==> config.mk <==
export PLATFORM = sky130hd
export DESIGN_NAME = onehot_seq_gen
export DESIGN_NICKNAME = d
export VERILOG_FILES = /design/src/rtl/onehot_seq_gen.sv
export SDC_FILE = /design/constraint.sdc
export NUM_CORES = 1
export LEC_CHECK = 0
export BUFFER_PORTS_ARGS = -buffer_cell sky130_fd_sc_hd__buf_2
export CORE_MARGIN = 2
export CORE_UTILIZATION = 48
export DETAILED_ROUTE_END_ITERATION = 16
export GPL_ROUTABILITY_DRIVEN = 0
export PLACE_DENSITY_LB_ADDON = 0.1
export SLEW_MARGIN = 15
export SYNTH_ARGS = -nofsm -noshare
export SYNTH_HDL_FRONTEND = slang
export SYNTH_SLANG_ARGS = --single-unit
==> constraint.sdc <==
create_clock -name clk -period 2.1 [get_ports clk]
set_input_delay 0.42 -clock clk [delete_from_list [all_inputs] [get_ports clk]]
set_output_delay 0.42 -clock clk [all_outputs]
set_load 0.01 [all_outputs]
==> src/rtl/onehot_seq_gen.sv <==
// onehot_seq_gen: emits bursts of one-hot words that walk a bit position up or down,
// with valid/ready handshaking, wrap/done/err pulses and flush/abort.
module onehot_seq_gen #(
    parameter int WIDTH = 32,
    parameter int IW    = $clog2(WIDTH)
) (
    input  logic             clk,
    input  logic             rst,
    input  logic             load_valid,
    output logic             load_ready,
    input  logic [IW-1:0]    load_idx,
    input  logic [7:0]       load_len,
    input  logic             load_dir,
    input  logic             flush,
    output logic             out_valid,
    input  logic             out_ready,
    output logic [WIDTH-1:0] onehot_out,
    output logic [IW-1:0]    idx_out,
    output logic             wrap,
    output logic             done,
    output logic             err
);
    localparam logic [0:0] IDLE = 1'b0;
    localparam logic [0:0] RUN  = 1'b1;

    logic [0:0]    state;
    logic [IW-1:0] pos;
    logic [7:0]    remaining;
    logic          dir;
    logic          legal;
    logic          xfer;
    logic          last;
    logic          at_top;
    logic          at_bot;
    logic [IW-1:0] nxt;
    logic          nxt_wrap;

    assign load_ready = state == IDLE;
    assign out_valid  = state == RUN;
    assign legal      = (int'(load_idx) < WIDTH) && load_len != 8'd0;
    assign xfer       = out_valid && out_ready;
    assign last       = remaining == 8'd1;
    assign at_top     = pos == IW'(WIDTH - 1);
    assign at_bot     = pos == '0;
    assign nxt        = dir ? (at_bot ? IW'(WIDTH - 1) : pos - IW'(1))
                            : (at_top ? '0 : pos + IW'(1));
    assign nxt_wrap   = dir ? at_bot : at_top;
    // The word is decoded from the held position, so it is one-hot by construction.
    assign onehot_out = WIDTH'(1) << pos;
    assign idx_out    = pos;

    always_ff @(posedge clk or posedge rst) begin
        if (rst) begin
            state     <= IDLE;
            pos       <= '0;
            remaining <= '0;
            dir       <= 1'b0;
            wrap      <= 1'b0;
            done      <= 1'b0;
            err       <= 1'b0;
        end else begin
            wrap <= 1'b0;
            done <= 1'b0;
            err  <= 1'b0;
            if (state == IDLE) begin
                err <= load_valid && !legal;
                if (load_valid && legal) begin
                    state     <= RUN;
                    pos       <= load_idx;
                    dir       <= load_dir;
                    remaining <= load_len;
                end
            end else begin
                if (xfer && last) begin
                    remaining <= '0;
                    done      <= !flush;
                end else if (xfer) begin
                    remaining <= remaining - 8'd1;
                    pos       <= nxt;
                    wrap      <= nxt_wrap;
                end
                if (flush)
                    remaining <= '0;
                if (flush || (xfer && last))
                    state <= IDLE;
            end
        end
    end
endmodule
==> impl_results.md <==
- Outcome: finished clean
- TritonCTS clock tree: yes
- Post-synth EDFFs: 0
- Period utilization: 95.55%
- Final setup viols: 0
- ANT cells: 0
- Initial Utilization: 49.83%
- Largest net degree at the start of global routing: 19
- R2R cell count: 7
- Static Leak: 1.006 nW
- Vias per inst: 5.699
- Synth area leader: dfrtp_1
- Worst-Skew Late Latency: 300 ps
- Final Non-Filler Cells: 296
- Core region area: 0.003028 mm2
- Slew headroom: 53.69%
- Drc violations: 0
- Worst vdd rail ir drop: 0.7196 mV
- Share of cells above drive strength 1: 32.14%
- Internal reg-to-reg setup slack: 290 ps
- FFs w/ async S/R, synth: 100.0%
- Vias in the first global route: 1431
- CTS Buffer Depth: 2
- Routed len/inst: 14.53 um
- Initial antenna violation count: 0
- DRT iter0 DRCs: 88
- Ys flop type: dfrtp_1
- Reg-to-reg startpoint: idx_out[1]
- Critical path's top delay family: flip-flops
- Area Growth Syn to Fin: 26.87%
- Worst path buffer plus inverter count: 2
- Worst-path cell chain: inv_1 -> ha_2 -> nor4b_4 -> buf_2
- Die H: 60.07 um
- Yosys Warn Count: 0
- I/O pins: 61
- Sequential share of the synthesized area: 29.85%
- Endpoints failing hold: 0
- Period minus WS final: 2007 ps
- FMAX: 0.4984 GHz
- Cell Area, Synth: 0.001509 mm2
- Clock sink count: 18
- Count leader, synth: nor2_1
- Layout Nets: 282
- Post-Syn Nets: 218
- Arr. time, crit path: 1590 ps
- Min-Delay Path Class: in2async
- Critical path's slowest cell: dfrtp_2
- GRT Total Usage: 24.45%
- Site Rows: 20
- H-tree Lvls: 1
- Die area: 0.003608 mm2
- Hold-fix buffers at CTS: 0
- Clk slew on worst S/H paths: 100 ps
- Clk root buf: clkbuf_4
- Pre-Repair DR Iteration Count: 4
- Power per cell area: 1186 mW/mm2
- First-pass GRT wire length: 6.727 mm
- Post-DP HPWL: 3.339 mm
- RSZ-0062 raised after global routing: false
- Worst Setup Path Type: reg2out
- Total grt overflow: 0
- Total CTS buffers: 3
- Design area: 0.001914 mm2
- Seq cells post-synth: 18
- Count of cell types in the netlist: 43
- CP Launch Type: flip-flop
- Port-buffer cells: 60
- Cells after DPL: 291
- ANT nets after route: 0
- Max Slew Vio Count: 0
- Most frequent cells after synthesis: nor2_1 (34), dfrtp_1 (18), nand2_1 (15)
- Req. time, crit path: 1680 ps
- Setup TNS: 0 ps
- Post-Synthesis Cells: 189
- Vias: 1687
- Dominant cells by area after synthesis: dfrtp_1 (30%), nor2_1 (8.5%), ha_1 (8.3%)
- Slowest stage delay, CP: 470 ps
- Clock Skew: 2.290 ps
- CP Max Fanout: 7
- Design Power: 0.002270 W
- # Max-Cap Violations: 0
- Cell area after placement: 0.001864 mm2
- Avg Cell Area, Syn: 7.984 um2
- Final cell utilization of the core: 63.22%
- Reg-to-Reg End: idx_out[3]
- Worst Max-Slew Pin Slew: 693.9 ps
- Crit. End Element: output pin
- Die Span X: 60.07 um
- Final Routed Wirelength: 4.302 mm
- Fillers: 290
- Synth top area share: 29.85%
==> layer usage <==
layer	routed length (um)	global-route usage, %	share of wire (%)
met5	0	0	0
met4	14	2.540	0.33
met3	318	4.762	7.4
met2	1930	37.73	45
met1	2038	36.57	47
==> worst reg2reg max path: cells and delay by family, from the launching register on <==
kind | cells | cell delay, ps
AO/OA/AOI/OAI | 2 | 400
adder cells (fa/ha/maj) | 2 | 490
flip-flops | 1 | 450
AND/OR/NAND/NOR | 3 | 360
==> metrics by stage <==
step / hold WS, ps / setup slack (ps)
finish: 207.1 / 93.46
global placement: 547.5 / 243.8
floorplan: 358.6 / 324.0
detailed placement: 554.8 / 217.4
CTS: 219.8 / 17.38
global route: 254.8 / 11.68
==> layout make-up <==
class / instances / area (um2) / share of cell area (%)
Tap cell: 44 / 55.05 / 2.876
Multi-Input combinational cell: 153 / 985.9 / 51.50
Sequential cell: 18 / 454.2 / 23.73
Clock buffer: 4 / 36.28 / 1.895
Timing Repair Buffer: 65 / 337.8 / 17.65
Inverter: 12 / 45.04 / 2.353
==> state kept, by name (all words and copies together) (netlist names) <==
signal	flops
dir	1
remaining	8
done	1
out_valid	1
err	1
idx_out	5
wrap	1
==> cells by family (layout without fill, tap and decap cells) <==
kind of cell | Yosys count | count (layout) | synth area share [%]
flip-flops | 18 | 18 | 29.85
AO/OA/AOI/OAI | 48 | 48 | 22.72
AND/OR/NAND/NOR | 90 | 90 | 30.85
multiplexers | 4 | 4 | 2.736
XOR/XNOR | 1 | 1 | 0.5805
buffers and inverters | 18 | 81 | 4.975
adder cells (fa/ha/maj) | 10 | 10 | 8.292
==> cell usage in the layout (no fill, tap or decap), types with 5 or more instances in the layout <==
cell / netlist / routed
ha_1: 10 / 9
buf_4: 1 / 5
nand2_1: 15 / 15
a22o_1: 5 / 5
nor3_1: 6 / 6
nor2_1: 34 / 34
o21ai_0: 9 / 9
inv_1: 11 / 11
and3_1: 9 / 9
nand3_1: 8 / 8
buf_2: 3 / 60
a21oi_1: 7 / 7
dfrtp_1: 18 / 15
==> worst max-delay path by stage <==
| stage | from | to | slack, ps | cells past startpoint |
|---|---|---|---|---|
| detailed placement | load_len[6] | remaining[6] | 220 | 5 |
| CTS | idx_out[0] | onehot_out[0] | 20 | 4 |
| finish | idx_out[0] | onehot_out[0] | 90 | 4 |
| global route | idx_out[0] | onehot_out[0] | 10 | 4 |
| global placement | load_len[6] | remaining[2] | 240 | 5 |
| floorplan | idx_out[3] | idx_out[3] | 320 | 7 |
==> timing repair <==
action,4_1_cts,5_1_grt
setup buffers,0,1
endpoints found under the setup margin,0,14
gates resized for setup,0,4
endpoints found under the hold margin,0,0
==> where the power goes <==
group	internal, W	switching, W
Sequential	0.000469	0.000259
Clock	0.000106	0.000113
Combinational	0.000556	0.000768
(Power assumes the default switching activity.)
